`src/rtl/branch_flag_controller_pkg.sv`:
```
// Shared definitions for the branch/flag controller: condition codes, FSM encoding, flag bit positions.
// Latency: n/a (definitions only).
// Backpressure: n/a.
package branch_flag_controller_pkg;

    // Condition codes carried on br_cond
    localparam logic [3:0] COND_EQ = 4'd0;
    localparam logic [3:0] COND_NE = 4'd1;
    localparam logic [3:0] COND_LT = 4'd2;
    localparam logic [3:0] COND_GE = 4'd3;
    localparam logic [3:0] COND_MI = 4'd4;
    localparam logic [3:0] COND_PL = 4'd5;
    localparam logic [3:0] COND_VS = 4'd6;
    localparam logic [3:0] COND_VC = 4'd7;
    localparam logic [3:0] COND_CS = 4'd8;
    localparam logic [3:0] COND_CC = 4'd9;
    localparam logic [3:0] COND_GT = 4'd10;
    localparam logic [3:0] COND_LE = 4'd11;
    localparam logic [3:0] COND_HI = 4'd12;
    localparam logic [3:0] COND_LS = 4'd13;
    localparam logic [3:0] COND_AL = 4'd14;
    localparam logic [3:0] COND_NV = 4'd15;

    // Bit positions inside the {N,Z,C,V} flag vector
    localparam int FLAG_N = 3;
    localparam int FLAG_Z = 2;
    localparam int FLAG_C = 1;
    localparam int FLAG_V = 0;

    typedef enum logic [1:0] {
        IDLE       = 2'd0,
        WAIT_FLAGS = 2'd1,
        RESOLVE    = 2'd2
    } bfc_state_t;

endpackage

```
`src/rtl/branch_flag_controller_cond_eval.sv`:
```
// Evaluates a 4-bit condition code against the {N,Z,C,V} flag vector.
// Latency: purely combinational.
// Backpressure: none.
// Ports: cond (condition code), flags ({N,Z,C,V}), taken (condition holds).
module branch_flag_controller_cond_eval
    import branch_flag_controller_pkg::*;
(
    input  logic [3:0] cond,
    input  logic [3:0] flags,
    output logic       taken
);

    logic n, z, c, v, lt;

    assign n  = flags[FLAG_N];
    assign z  = flags[FLAG_Z];
    assign c  = flags[FLAG_C];
    assign v  = flags[FLAG_V];
    assign lt = n ^ v;

    always_comb begin
        taken = 1'b0;
        case (cond)
            COND_EQ: taken = z;
            COND_NE: taken = !z;
            COND_LT: taken = lt;
            COND_GE: taken = !lt;
            COND_MI: taken = n;
            COND_PL: taken = !n;
            COND_VS: taken = v;
            COND_VC: taken = !v;
            COND_CS: taken = c;
            COND_CC: taken = !c;
            COND_GT: taken = !z && !lt;
            COND_LE: taken = z || lt;
            COND_HI: taken = c && !z;
            COND_LS: taken = !c || z;
            COND_AL: taken = 1'b1;
            COND_NV: taken = 1'b0;
            default: taken = 1'b0;
        endcase
    end

endmodule

```
`src/rtl/branch_flag_controller.sv`:
```
// Holds a conditional branch until in-flight flag writers retire, then resolves it against the flag register.
// Latency: accept at T with nothing pending -> br_done/br_taken/br_pc at T+2; otherwise one cycle after pending count hits 0, plus one.
// Backpressure: br_ready low (stall high) while a branch is outstanding; requester must hold br_req until accepted.
// Ports: issue_setflags/alu_* track and retire flag writers; br_* request/resolve handshake; stall, pend_full, pend_err, flags status.
module branch_flag_controller
    import branch_flag_controller_pkg::*;
#(
    parameter int W        = 32,
    parameter int AW       = 32,
    parameter int MAX_PEND = 3
) (
    input  logic          clk,
    input  logic          rst_n,
    input  logic          issue_setflags,
    input  logic          alu_valid,
    input  logic          alu_setflags,
    input  logic [W-1:0]  alu_result,
    input  logic          alu_zero,
    input  logic          alu_ovf,
    input  logic          alu_carry,
    input  logic          br_req,
    output logic          br_ready,
    input  logic [3:0]    br_cond,
    input  logic [AW-1:0] br_target,
    input  logic [AW-1:0] br_fallthru,
    output logic          br_done,
    output logic          br_taken,
    output logic [AW-1:0] br_pc,
    output logic          stall,
    output logic          pend_full,
    output logic          pend_err,
    output logic [3:0]    flags
);

    localparam int            CW       = $clog2(MAX_PEND + 1);
    localparam logic [CW-1:0] PEND_MAX = CW'(MAX_PEND);

    bfc_state_t    state, state_nxt;
    logic [CW-1:0] pend_cnt, pend_nxt;
    logic          pend_err_set;
    logic          flag_wr;
    logic          latch_en;
    logic [3:0]    cond_q;
    logic [AW-1:0] target_q, fallthru_q;
    logic          cond_taken;
    logic          alu_result_unused;

    // Only the sign bit of the result feeds the flags
    assign alu_result_unused = ^alu_result[W-2:0];

    assign flag_wr   = alu_valid && alu_setflags;
    assign br_ready  = (state == IDLE);
    assign stall     = (state != IDLE);
    assign pend_full = (pend_cnt == PEND_MAX);

    // Pending counter: simultaneous issue and retire cancel; out-of-range moves are dropped and flagged
    always_comb begin
        pend_nxt     = pend_cnt;
        pend_err_set = 1'b0;
        if (issue_setflags && !flag_wr) begin
            if (pend_cnt == PEND_MAX) pend_err_set = 1'b1;
            else                      pend_nxt     = pend_cnt + CW'(1);
        end else if (flag_wr && !issue_setflags) begin
            if (pend_cnt == '0) pend_err_set = 1'b1;
            else                pend_nxt     = pend_cnt - CW'(1);
        end
    end

    // Accepting in IDLE looks at the post-edge count so a same-cycle retire of the
    // last writer lets the branch go straight to RESOLVE.
    always_comb begin
        state_nxt = state;
        latch_en  = 1'b0;
        case (state)
            IDLE: begin
                if (br_req) begin
                    latch_en  = 1'b1;
                    state_nxt = (pend_nxt == '0) ? RESOLVE : WAIT_FLAGS;
                end
            end
            WAIT_FLAGS: begin
                if (pend_cnt == '0) state_nxt = RESOLVE;
            end
            RESOLVE:  state_nxt = IDLE;
            default:  state_nxt = IDLE;
        endcase
    end

    branch_flag_controller_cond_eval u_cond_eval (
        .cond  (cond_q),
        .flags (flags),
        .taken (cond_taken)
    );

    always_ff @(posedge clk or negedge rst_n) begin
        if (!rst_n) begin
            state      <= IDLE;
            pend_cnt   <= '0;
            pend_err   <= 1'b0;
            flags      <= 4'b0000;
            cond_q     <= 4'd0;
            target_q   <= '0;
            fallthru_q <= '0;
            br_done    <= 1'b0;
            br_taken   <= 1'b0;
            br_pc      <= '0;
        end else begin
            state    <= state_nxt;
            pend_cnt <= pend_nxt;
            if (pend_err_set) pend_err <= 1'b1;
            if (flag_wr) begin
                flags[FLAG_N] <= alu_result[W-1];
                flags[FLAG_Z] <= alu_zero;
                flags[FLAG_C] <= alu_carry;
                flags[FLAG_V] <= alu_ovf;
            end
            if (latch_en) begin
                cond_q     <= br_cond;
                target_q   <= br_target;
                fallthru_q <= br_fallthru;
            end
            br_done <= (state == RESOLVE);
            if (state == RESOLVE) begin
                br_taken <= cond_taken;
                br_pc    <= cond_taken ? target_q : fallthru_q;
            end
        end
    end

endmodule

```
`config.mk`:
```
export PLATFORM = sky130hd
export DESIGN_NAME = branch_flag_controller
export DESIGN_NICKNAME = d
export VERILOG_FILES = /design/src/rtl/branch_flag_controller_pkg.sv /design/src/rtl/branch_flag_controller_cond_eval.sv /design/src/rtl/branch_flag_controller.sv
export SDC_FILE = /design/constraint.sdc
export NUM_CORES = 1
export LEC_CHECK = 0
export CORE_ASPECT_RATIO = 1.1
export CORE_MARGIN = 10
export CORE_UTILIZATION = 53
export CTS_BUF_LIST = sky130_fd_sc_hd__clkbuf_4
export CTS_CLUSTER_SIZE = 10
export DETAILED_ROUTE_END_ITERATION = 6
export GPL_ROUTABILITY_DRIVEN = 0
export PLACE_DENSITY = 0.88
export SLEW_MARGIN = 20
export SYNTH_ARGS = -nofsm -noshare
export SYNTH_HDL_FRONTEND = slang
export SYNTH_SLANG_ARGS = --single-unit
```
`constraint.sdc`:
```
create_clock -name clk -period 4.3 [get_ports clk]
set_clock_uncertainty 0.05 [all_clocks]
set_input_delay 0.86 -clock clk [delete_from_list [all_inputs] [get_ports clk]]
set_output_delay 0.86 -clock clk [all_outputs]
set_load 0.03 [all_outputs]
```
Yosys cells after proc, flatten, opt, wreduce, memory -nomap -nowiden
Index checks and enable logic that the tools add are counted.

Input bits: 109. Output and inout port bits: 42. Word-level logic and storage cells: 69. Bits in registers: 111.

Bitwise gates (word level): 1. Multiplexer cells: 16. Reduce and logical (&&, ||, !) cells: 20. Eq/ne operators: 20. Add/subtract/negate cells: 2.

Operators with widths (number): $eq A4 B4 Y1 const B (8); $mux W32 (1); $eq A4 B3 Y1 const B (4); $pmux W1 S16 (1); $mux W2 (7); $eq A4 B2 Y1 const B (2); $logic_not A1 Y1 (7); $logic_not A2 Y1 (3); $mux W1 (6); $logic_and A1 B1 Y1 (5); $eq A2 B2 Y1 const B (2); $eq A4 B1 Y1 const B (1); $logic_not A4 Y1 (1); $ne A2 B2 Y1 const B (2); $pmux W2 S2 (1); $add A2 B1 Y2 const B (1); $eq A2 B1 Y1 const B (1); $logic_or A1 B1 Y1 (2); $reduce_and A2 Y1 (1); $reduce_bool A2 Y1 (1); $sub A2 B1 Y2 const B (1); $xor A1 B1 Y1 (1).

Logic depth before layout (Yosys ltp)
Gate-level depths: netlist of the first run.

Depth after elaboration: 8. Gate-level depth with buffers: 8. Gate-level depth less buffers: 5.

Cells and area by module
A second synthesis of the first run with hierarchy kept.

Cell total of the unflattened synthesis: 356. Area, all modules: 4677.0 um^2.

Modules (own cells, without submodules): branch_flag_controller (cells an instance 328, area an instance 4481.8 um^2, times used 1, sequential area each 2777.7 um^2); branch_flag_controller_cond_eval (cells an instance 28, area an instance 195.2 um^2, times used 1, sequential area each 0.0 um^2).

Worst setup path after synthesis of the first run
No wires, ideal clock.

Path type: register -> register. Start point: reg state[0]. End point: reg fallthru_q[28]. Buffers on the path: 2. Setup time: 0.125 ns. Arrival: 1.918 ns. Cell stages (with the launch flop): 6. Clock period less this slack: 2.093 ns. Slack: 2.207 ns. Data required time: 4.125 ns. Path through: dfrtp_1 -> nor2_1 -> and2_1 -> clkbuf_1 -> clkbuf_1 -> mux2_2.

Word-level cells in the longest chain between the ends: 2.

RTL lines: start: declaration (RTL line branch_flag_controller.sv:38) `bfc_state_t state, state_nxt;`; start signal: assignment (RTL line branch_flag_controller.sv:108) `state <= state_nxt;`; $logic_not A2 Y1; net br_ready (RTL line branch_flag_controller.sv:22) `output logic br_ready,`; $mux W1 (RTL line branch_flag_controller.sv:74) `case (state)`; end signal: assignment (RTL line branch_flag_controller.sv:120) `fallthru_q <= br_fallthru;`; end: declaration (RTL line branch_flag_controller.sv:44) `logic [AW-1:0] target_q, fallthru_q;`.

The timed path passes the listed nets, and every way through them passes these cells. A chain may end at the register's enable or synchronous reset.

Worst setup path in the final report of the first run
Start point: reg cond_q[1]. End point: reg br_pc[30].

Word-level cells in the longest chain between the ends: 3. Elaborated cells between the ends (all ways): 18. Those cells by class: eq/ne (15); mux (2); reduce/logical (1).

RTL lines: start: declaration (RTL line branch_flag_controller.sv:43) `logic [3:0] cond_q;`; start signal: assignment (RTL line branch_flag_controller.sv:118) `cond_q <= br_cond;`; $eq A4 B4 Y1, or another cell as far along (RTL line branch_flag_controller_cond_eval.sv:23) `case (cond)`; $pmux W1 S16 * (RTL line branch_flag_controller_cond_eval.sv:23); $mux W32 * (RTL line branch_flag_controller.sv:125) `br_pc <= cond_taken ? target_q : fallthru_q;`; end signal: assignment (RTL line branch_flag_controller.sv:125); end: declaration (RTL line branch_flag_controller.sv:28) `output logic [AW-1:0] br_pc,`.

Every way passes the cells marked *; elsewhere a longest branch is shown, timed or not.

==> results of run 1 <==
## layout make-up
cell class	count	share of cell area (%)
Clock buffer	10	1.17
Inverter	3	0.176
Tap cell	117	2.29
Clock inverter	6	0.820
Timing Repair Buffer	125	19.3
Multi-Input combinational cell	258	32.9
Sequential cell	111	43.4
## state kept, by name, summed over array words and instances (netlist names)
register / count
cond_q: 4
pend_err: 1
br_done: 1
pend_cnt: 2
fallthru_q: 32
br_taken: 1
flags: 4
state: 2
br_pc: 32
target_q: 32
## how the worst max path moves through the flow
stage	start	end	slack, ns
after floorplan	state[0]	fallthru_q[28]	2.21
after global routing	cond_q[1]	br_pc[30]	1.34
after detailed placement	br_req	target_q[15]	1.52
final	cond_q[1]	br_pc[30]	1.50
after global placement	br_req	fallthru_q[15]	1.56
after CTS	cond_q[1]	br_pc[30]	1.51
## per-layer routing
metal / wire [um] / GRT usage [%]
met5: 0 / 0
met1: 5230 / 21.7
met3: 868 / 4.99
met4: 215 / 5.71
met2: 6320 / 30.3
## synthesized netlist by cell type, drive strengths merged (3+ instances only)
cell    instances  share of area [%]
clkbuf         11               0.83
buf            27                3.6
and2            3               0.37
nand2           7               0.51
o31ai          33                7.0
a31oi          33                4.0
o21ai           5               0.49
inv             3               0.22
nand4          32                3.9
a21oi           4               0.39
and4b           3               0.66
nor2           41                3.0
mux2           71                 16
dfrtp         111                 54
## cells by family after synthesis
group / Yosys count / synth area share (%)
AOI/OAI and AO/OA: 83 / 14.2
xor gates and xnor gates: 3 / 0.514
adders and majority gates: 1 / 0.196
buffers and inverters: 41 / 4.70
DFF: 111 / 54.3
muxes: 72 / 15.9
and+or+nand+nor: 99 / 10.1
## where the power goes
part / internal [mW] / switching, mW / total (mW)
Clock: 0.136 / 0.357 / 0.494
Combinational: 1.10 / 1.34 / 2.44
Sequential: 1.53 / 0.361 / 1.89
## per-stage QoR
stage | cell area, sq um | utilization (%) | worst slack [ns]
2_1_floorplan | 5110 | - | 2.21
3_3_place_gp | 6270 | 66.8 | 1.56
3_5_place_dp | 6270 | 66.8 | 1.52
4_1_cts | 6400 | 68.1 | 1.51
5_1_grt | 6410 | 68.2 | 1.34
6_report | 6410 | 68.2 | 1.50
==> results.md, run 1 <==
- Status: complete, no violations
- Tot Pwr: 4.83 mW
- Post_cts resized: 0
- R2R depth: 6
- Worst R2R Start: cond_q[1]
- Final Max Slew Viols: 0
- CTS Sinks: 111
- Final Non-Filler Cells: 630
- Post-Synthesis Cell Area: 5110 sq um
- Area delta synth->final: 25.3%
- Fraction of the cycle the final worst path needs: 65.2%
- Startpoint types: flop
- # diodes: 0
- Drt wl/cell: 20.0 um
- Synth warnings: 0
- Max FO, Critical Path: 17
- Crit. End Element: flop
- Post-layout min period: 2.80 ns
- FMAX: 357 MHz
- Hold crit path type: in -> async
- CTS Hold Buffers Added: 0
- PortBufs: 119
- RSZ-0062 raised after global routing: no
- FF-to-FF setup slack: 1.50 ns
- Most used DFF post-synth: dfrtp_1
- Worst-Skew Late Latency: 0.46 ns
- CP bufs+invs: 1
- Die Y: 123 um
- Die footprint: 14000 sq um
- CTS H-tree lvls: 3
- Post-DRT Antenna Nets: 0
- Core box area: 9400 sq um
- Register area share after synthesis: 54.3%
- Register area: 2780 sq um
- Final setup viols: 0
- First-pass GRT wire length: 20400 um
- Layout cells sized above 1: 23.8%
- Detailed Route Iter0 Violations: 268
- FF+latch count, synth: 111
- Worst VDD drop: 0.393 mV
- Detail Placement HPWL: 8650 um
- Pwr Density: 754 nW/um^2
- Slew headroom: 34.9%
- GRT overflow: 0
- CTS max path bufs: 2
- Initial Utilization: 54.4%
- Clock transition at path regs: 0.19 ns
- Commonest cells after routing, fill and taps aside: 118 x clkdlybuf4s50_1, 111 x dfrtp_1, 70 x mux2_2
- Most common cell after layout, fill and taps aside: clkdlybuf4s50_1
- Layout fillers: 713
- Largest net degree at the start of global routing: 89
- Row count: 37
- Initial antenna violation count: 0
- Crit path cell chain: mux2i_1, xor2_1, o32ai_4, buf_4, o31ai_1, a31oi_1
- Via count: 3753
- Vias in the first global route: 3944
- Root Driver: clkbuf_4
- Syn_nets: 519
- Critical path type: reg -> reg
- Post-synth EDFFs: 0
- Nets: 617
- Critical Path RT: 4.60 ns
- Die W: 114 um
- Largest stage delay, worst path: 0.82 ns
- Ys async rst share: 100%
- LEAKAGE: 2.54 nW
- Max cap viols: 0
- Final Routed Wirelength: 12600 um
- CTS tree: built
- Pre-antenna DRT Iters: 4
- Residual DRC: 0
- Placed cells: 614
- CP Depth: 6
- GRT Overall Usage: 17.9%
- WHS: 0.394 ns
- Setup TNS: 0 ns
- Final Hold Fails: 0
- Worst slew pin tran: 0.976 ns
- Crit path max-delay cell type: o32ai_4
- Arrival @ worst endpoint: 3.10 ns
- Multi-input logic area: 2110 sq um
- Post-Syn Instances: 410
- Synthesized area per cell: 12.5 sq um
- RR Endpoint: br_pc[30]
- Top Family by Delay on Critical Path: compound AO/OA/AOI/OAI gates
- # IOs: 151
- Synth cell types: 43
- CTS Buf Count: 9
- # Post-CTS Setup Buffers: 0
- Avg Vias per Cell: 5.96
Power figures use the tool's default switching activity.
==> run 2: changes to the inputs <==
--- a/config.mk
+++ b/config.mk
@@ -7,12 +7,12 @@
 export LEC_CHECK = 0
 export CORE_ASPECT_RATIO = 1.1
 export CORE_MARGIN = 10
-export CORE_UTILIZATION = 53
+export CORE_UTILIZATION = 44
 export CTS_BUF_LIST = sky130_fd_sc_hd__clkbuf_4
 export CTS_CLUSTER_SIZE = 10
 export DETAILED_ROUTE_END_ITERATION = 6
 export GPL_ROUTABILITY_DRIVEN = 0
-export PLACE_DENSITY = 0.88
+export PLACE_DENSITY = 0.78
 export SLEW_MARGIN = 20
 export SYNTH_ARGS = -nofsm -noshare
 export SYNTH_HDL_FRONTEND = slang
==> constraint.sdc (replaced) <==
create_clock -name clk -period 2.55 [get_ports clk]
set_clock_uncertainty 0.05 [all_clocks]
set_input_delay 0.51 -clock clk [delete_from_list [all_inputs] [get_ports clk]]
set_output_delay 0.51 -clock clk [all_outputs]
set_load 0.03 [all_outputs]
==> run 2 against run 1 <==
Compared with the run above: critical path depth fell by 4; first-iteration DRC count shrank 12%; design area up 3.2%; sequential power increased by 67%; critical path type is now reg -> out; highest routed layer unchanged.
==> results.md, run 2 (same netlist as run 1, synthesis figures left out) <==
- Status: complete, no violations
- Hold crit path type: in -> async
- Commonest cells after routing, fill and taps aside: 116 x clkdlybuf4s50_1, 111 x dfrtp_1, 70 x mux2_2
- Detailed Route Iter0 Violations: 236
- Avg Vias per Cell: 5.59
- CTS tree: built
- Most common cell after layout, fill and taps aside: clkdlybuf4s50_1
- # Post-CTS Setup Buffers: 0
- Crit path cell chain: and2_1, clkdlybuf4s50_1
- GRT overflow: 0
- Final Routed Wirelength: 12800 um
- Crit. End Element: primary output
- Nets: 628
- Final worst-path setup slack: 0.161 ns
- Crit path max-delay cell type: clkdlybuf4s50_1
- Critical Path RT: 1.99 ns
- Top flop regs: br_pc (32), fallthru_q (32), target_q (32)
- Layout cells sized above 1: 25.0%
- Post-layout min period: 2.39 ns
- Final Max Slew Viols: 0
- Final setup viols: 0
- Layout fillers: 997
- Critical path type: reg -> out
- Final Non-Filler Cells: 674
- Pre-antenna DRT Iters: 4
- Row count: 41
- CP bufs+invs: 1
- Largest stage delay, worst path: 0.69 ns
- Largest net degree at the start of global routing: 71
- DP Worst Slack: 0.0580 ns
- Vias in the first global route: 4056
- Die W: 123 um
- Drt wl/cell: 19.0 um
- Initial Utilization: 44.7%
- Setup TNS: 0 ns
- Register area: 2780 sq um
- Worst slew pin tran: 0.919 ns
- Part of the power in the clock network: 10.8%
- Worst R2R Start: cond_q[0]
- Clock transition at path regs: 0.16 ns
- Sw power: 3.51 mW
- Die footprint: 16300 sq um
- Top Family by Delay on Critical Path: buffers and inverters
- WHS: 0.406 ns
- # diodes: 0
- Root Driver: clkbuf_4
- First-pass GRT wire length: 21300 um
- Multi-input logic area: 2110 sq um
- Worst-Skew Late Latency: 0.45 ns
- Core box area: 11400 sq um
- Startpoint types: flop
- Max cap viols: 0
- Worst VDD drop: 0.532 mV
- DP Area: 6430 sq um
- Via count: 3770
- Initial antenna violation count: 0
- Seq pwr share: 37.3%
- RSZ-0062 raised after global routing: no
- Setup crit start: pend_cnt[0]
- Slew headroom: 38.7%
- Internal: 4.91 mW
- Switching share of total power: 41.7%
- Area delta synth->final: 29.3%
- Max FO, Critical Path: 9
- Final Hold Fails: 0
- Comb pwr share: 51.8%
- Arrival @ worst endpoint: 1.83 ns
- Pwr Density: 1270 nW/um^2
- Tot Pwr: 8.42 mW
- CTS Buf Count: 9
- PortBufs: 119
- LEAKAGE: 2.63 nW
- # IOs: 151
- Placed cells: 656
- FMAX: 419 MHz
- Final core occ: 57.8%
- Die Y: 133 um
- Fraction of the cycle the final worst path needs: 93.7%
- CTS max path bufs: 2
- CTS Sinks: 111
- Fin area: 6610 sq um
- GRT Overall Usage: 16.2%
- Detail Placement HPWL: 8950 um
- Residual DRC: 0
- Post-DRT Antenna Nets: 0
- CTS H-tree lvls: 3
- FF-to-FF setup slack: 0.19 ns
## run 2: cell count changes in the layout (fill, tap and decap cells not counted), moves of 2 or more
cell / previous run / this run
buf_12: 0 / 4
buf_4: 6 / 12
clkdlybuf4s50_1: 118 / 116
dlymetal6s2s_1: 0 / 2
## run 2: metal layers
metal  global-route usage [%]  up-vias  part of all wire [%]
met5                        0        -                     0
met4                     5.37        0                   1.1
met3                     3.70        9                   5.3
met2                     27.0       91                    50
met1                     20.0     1913                    44
li1                         -     1757                     -
## run 2: path summary, 6_finish.rpt
check                                 to  cells after the start
min reg2reg                     state[1]                      1
max                            pend_full                      2
min in group clk                state[1]                      1
min                        fallthru_q[3]                      2
max in group asynchronous    pend_cnt[1]                      3
max reg2reg                    br_pc[11]                      6
## run 2: layout make-up
cell class                      count  area share, %
Clock buffer                        9           1.02
Multi-Input combinational cell    258           31.9
Sequential cell                   111           42.0
Tap cell                          150           2.84
Inverter                            3          0.170
Clock inverter                      7           1.19
Timing Repair Buffer              136           20.9
## run 2: power groups by stage
stage	Sequential, mW	Combinational (mW)	Clock (mW)
after global routing	3.26	4.72	1.01
after floorplan	3.57	2.58	0
final	3.15	4.37	0.910
after detailed placement	3.19	4.39	0
after global placement	3.14	4.27	0
after CTS	3.15	4.39	0.938
## run 2: timing repair
action | CTS | global route
hold endpoints to repair | 19 | 0
setup endpoints to repair | 0 | 2
hold buffers | 1 | 0
resized for setup | 0 | 2
==> run 3: changes to the inputs <==
--- a/config.mk
+++ b/config.mk
@@ -5,14 +5,15 @@
 export SDC_FILE = /design/constraint.sdc
 export NUM_CORES = 1
 export LEC_CHECK = 0
+export ABC_AREA = 1
 export CORE_ASPECT_RATIO = 1.1
 export CORE_MARGIN = 10
-export CORE_UTILIZATION = 44
+export CORE_UTILIZATION = 35
 export CTS_BUF_LIST = sky130_fd_sc_hd__clkbuf_4
 export CTS_CLUSTER_SIZE = 10
 export DETAILED_ROUTE_END_ITERATION = 6
 export GPL_ROUTABILITY_DRIVEN = 0
-export PLACE_DENSITY = 0.78
+export RECOVER_POWER = 100
 export SLEW_MARGIN = 20
 export SYNTH_ARGS = -nofsm -noshare
 export SYNTH_HDL_FRONTEND = slang
==> run 3 against run 2 <==
Compared with the run above: the run now ends with capacitance limit, slew limit left; routed wire length increased by 12%; synthesized area decreased by 1.2%; critical path depth increased by 8; largest power group unchanged; highest routed layer unchanged.
==> results.md, run 3 <==
- Worst-Skew Late Latency: 0.45 ns
- Fin area: 6500 sq um
- Post-layout min period: 2.37 ns
- GRT overflow: 0
- Syn_nets: 722
- CTS Buf Count: 9
- # IOs: 151
- Layout fillers: 1425
- CP bufs+invs: 2
- Status: complete, but fails checks
- Vias in the first global route: 4532
- FMAX: 422 MHz
- Critical Path RT: 2.89 ns
- Detail Placement HPWL: 9370 um
- Pre-antenna DRT Iters: 4
- CTS tree: built
- Fraction of the cycle the final worst path needs: 92.9%
- Clock transition at path regs: 0.17 ns
- Crit path max-delay cell type: nand4_2
- Final Routed Wirelength: 14300 um
- Via count: 4390
- Die Y: 146 um
- Slew headroom: -2.13%
- Final Non-Filler Cells: 915
- Leading area contributor after synthesis: dfrtp_1
- Top flop regs: br_pc (32), fallthru_q (32), target_q (32)
- Yosys top cell area share: 55.0%
- Synth top area cells: dfrtp_1 55%, nand2_1 10%, a21oi_1 7.1%
- Final Hold Fails: 0
- Largest net degree at the start of global routing: 112
- Residual DRC: 0
- Arrival @ worst endpoint: 2.71 ns
- Max FO, Critical Path: 18
- Layout cells sized above 1: 6.61%
- Core box area: 14000 sq um
- First-pass GRT wire length: 23200 um
- Nets: 831
- CTS H-tree lvls: 3
- Drt wl/cell: 15.6 um
- Placed cells: 898
- Violated checks: capacitance limit, slew limit
- Most numerous cell on the critical path: nand2_1
- Count leader, synth: nand2_1
- Tot Pwr: 7.85 mW
- LEAKAGE: 3.22 nW
- # Post-CTS Setup Buffers: 0
- Die W: 135 um
- Detailed Route Iter0 Violations: 291
- DP Area: 6440 sq um
- GR Layer Usage met2: 23.7%
- Row count: 45
- Ys async rst share: 100%
- Post-Synthesis Cell Area: 5050 sq um
- CTS max path bufs: 2
- Global route hottest layer: met2
- Most common cell after layout, fill and taps aside: nand2_1
- Register area share after synthesis: 55.0%
- Commonest cells in the netlist: 134 x nand2_1, 111 x dfrtp_1, 83 x nor2_1, 78 x inv_1, 72 x a21oi_1
- Commonest cells after routing, fill and taps aside: 133 x nand2_1, 111 x dfrtp_1, 82 x nor2_1
- Final setup viols: 0
- GRT Overall Usage: 14.4%
- Worst VDD drop: 0.553 mV
- Post-DRT Antenna Nets: 0
- FF+latch count, synth: 111
- Die footprint: 19600 sq um
- CTS Sinks: 111
- Most used DFF post-synth: dfrtp_1
- Max cap viols: 1
- Avg Vias per Cell: 4.80
- Root Driver: clkbuf_4
- Critical path type: reg -> reg
- Synth warnings: 0
- Crit path cell chain: inv_1, nand2_1, inv_1, nand2_1, nand3_1, nand2_2, nand4_2, nand2_1, nand3_1, nand2_1
- Area delta synth->final: 28.8%
- Synth cell types: 23
- Initial antenna violation count: 1
- Startpoint types: flop
- Post-synth EDFFs: 0
- Crit. End Element: flop
- Post-Syn Instances: 613
- Pwr Density: 1210 nW/um^2
- RSZ-0062 raised after global routing: no
- Top Family by Delay on Critical Path: simple AND/OR/NAND/NOR gates
- Worst slew pin tran: 1.53 ns
- PortBufs: 119
- Final Max Slew Viols: 112
- Initial Utilization: 36.2%
- GR Util met1: 18.1%
- GRT met3 Usage: 3.14%
- WHS: 0.440 ns
- Hold crit path type: reg -> reg
- Synthesized area per cell: 8.24 sq um
- Largest stage delay, worst path: 0.65 ns
- Setup TNS: 0 ns
run 3: cell types whose count changed after synthesis, sizes merged, moves of 10 or more:
cell	change
a21oi	+69
a31oi	-33
buf	-10
inv	+80
mux2	-71
nand2	+133
nand3	+40
nor2	+45
o31ai	-33
run 3: worst paths after layout:
check	endpoint	cells past startpoint	from	slack [ns]
min in group asynchronous	pend_err	2	rst_n	0.50
hold reg to reg	pend_err	1	pend_err	0.44
setup / recovery	br_pc[4]	10	cond_q[3]	0.18
hold / removal	pend_err	1	pend_err	0.44
setup reg to reg	br_pc[4]	10	cond_q[3]	0.18
max in group asynchronous	target_q[16]	2	rst_n	1.01
run 3: repair_timing:
item | CTS | global route
gates cloned | 0 | 1
resized for setup | 1 | 1
pin swaps | 0 | 1
endpoints found under the setup margin | 1 | 9
hold buffers | 0 | 0
run 3: layout make-up:
cell class                      count  area, sq um  share of cell area (%)
Timing Repair Buffer              129         1270                    19.5
Multi-Input combinational cell    387         1800                    27.7
Clock buffer                       11         82.6                    1.27
Tap cell                          188          235                    3.62
Clock inverter                      4         23.8                   0.365
Inverter                           84          315                    4.85
Antenna cell                        1         2.50                  0.0385
Sequential cell                   111         2780                    42.7
run 3: metal layers:
| metal | up-vias | wire [um] |
|---|---|---|
| met2 | 103 | 7000 |
| met4 | 0 | 194 |
| met3 | 15 | 593 |
| li1 | 2171 | - |
| met1 | 2101 | 6500 |
| met5 | - | 0 |
run 3: worst reg2reg max path: stages, from the launching register on:
cell	delay (ns)
dfrtp_1	0.44
inv_1	0.07
nand2_1	0.14
inv_1	0.07
nand2_1	0.06
nand3_1	0.09
nand2_2	0.35
nand4_2	0.66
nand2_1	0.23
nand3_1	0.10
nand2_1	0.07
run 3: where the power goes:
group / leakage (nW) / switching (mW) / total [mW] / internal (mW)
Sequential: 1.24 / 0.346 / 2.90 / 2.56
Combinational: 1.91 / 2.77 / 4.18 / 1.41
Clock: 0.0665 / 0.552 / 0.768 / 0.216
Total: 3.22 / 3.67 / 7.85 / 4.18
run 3: stage by stage:
stage	setup slack, ns	utilization, %
final	0.181	46.6
after global routing	0.00398	46.6
after CTS	0.0772	46.9
after detailed placement	0.286	46.1
after global placement	0.292	46.1
after floorplan	0.673	-
run 3: cell families (layout without fill, tap and decap cells):
family	count (synthesis)	count (layout)	synth area share, %
AND/OR/NAND/NOR	301	302	26.3
other	0	1	0
AO/OA/AOI/OAI	85	85	8.90
buffers and inverters	116	228	9.76
flip-flops	111	111	55.0
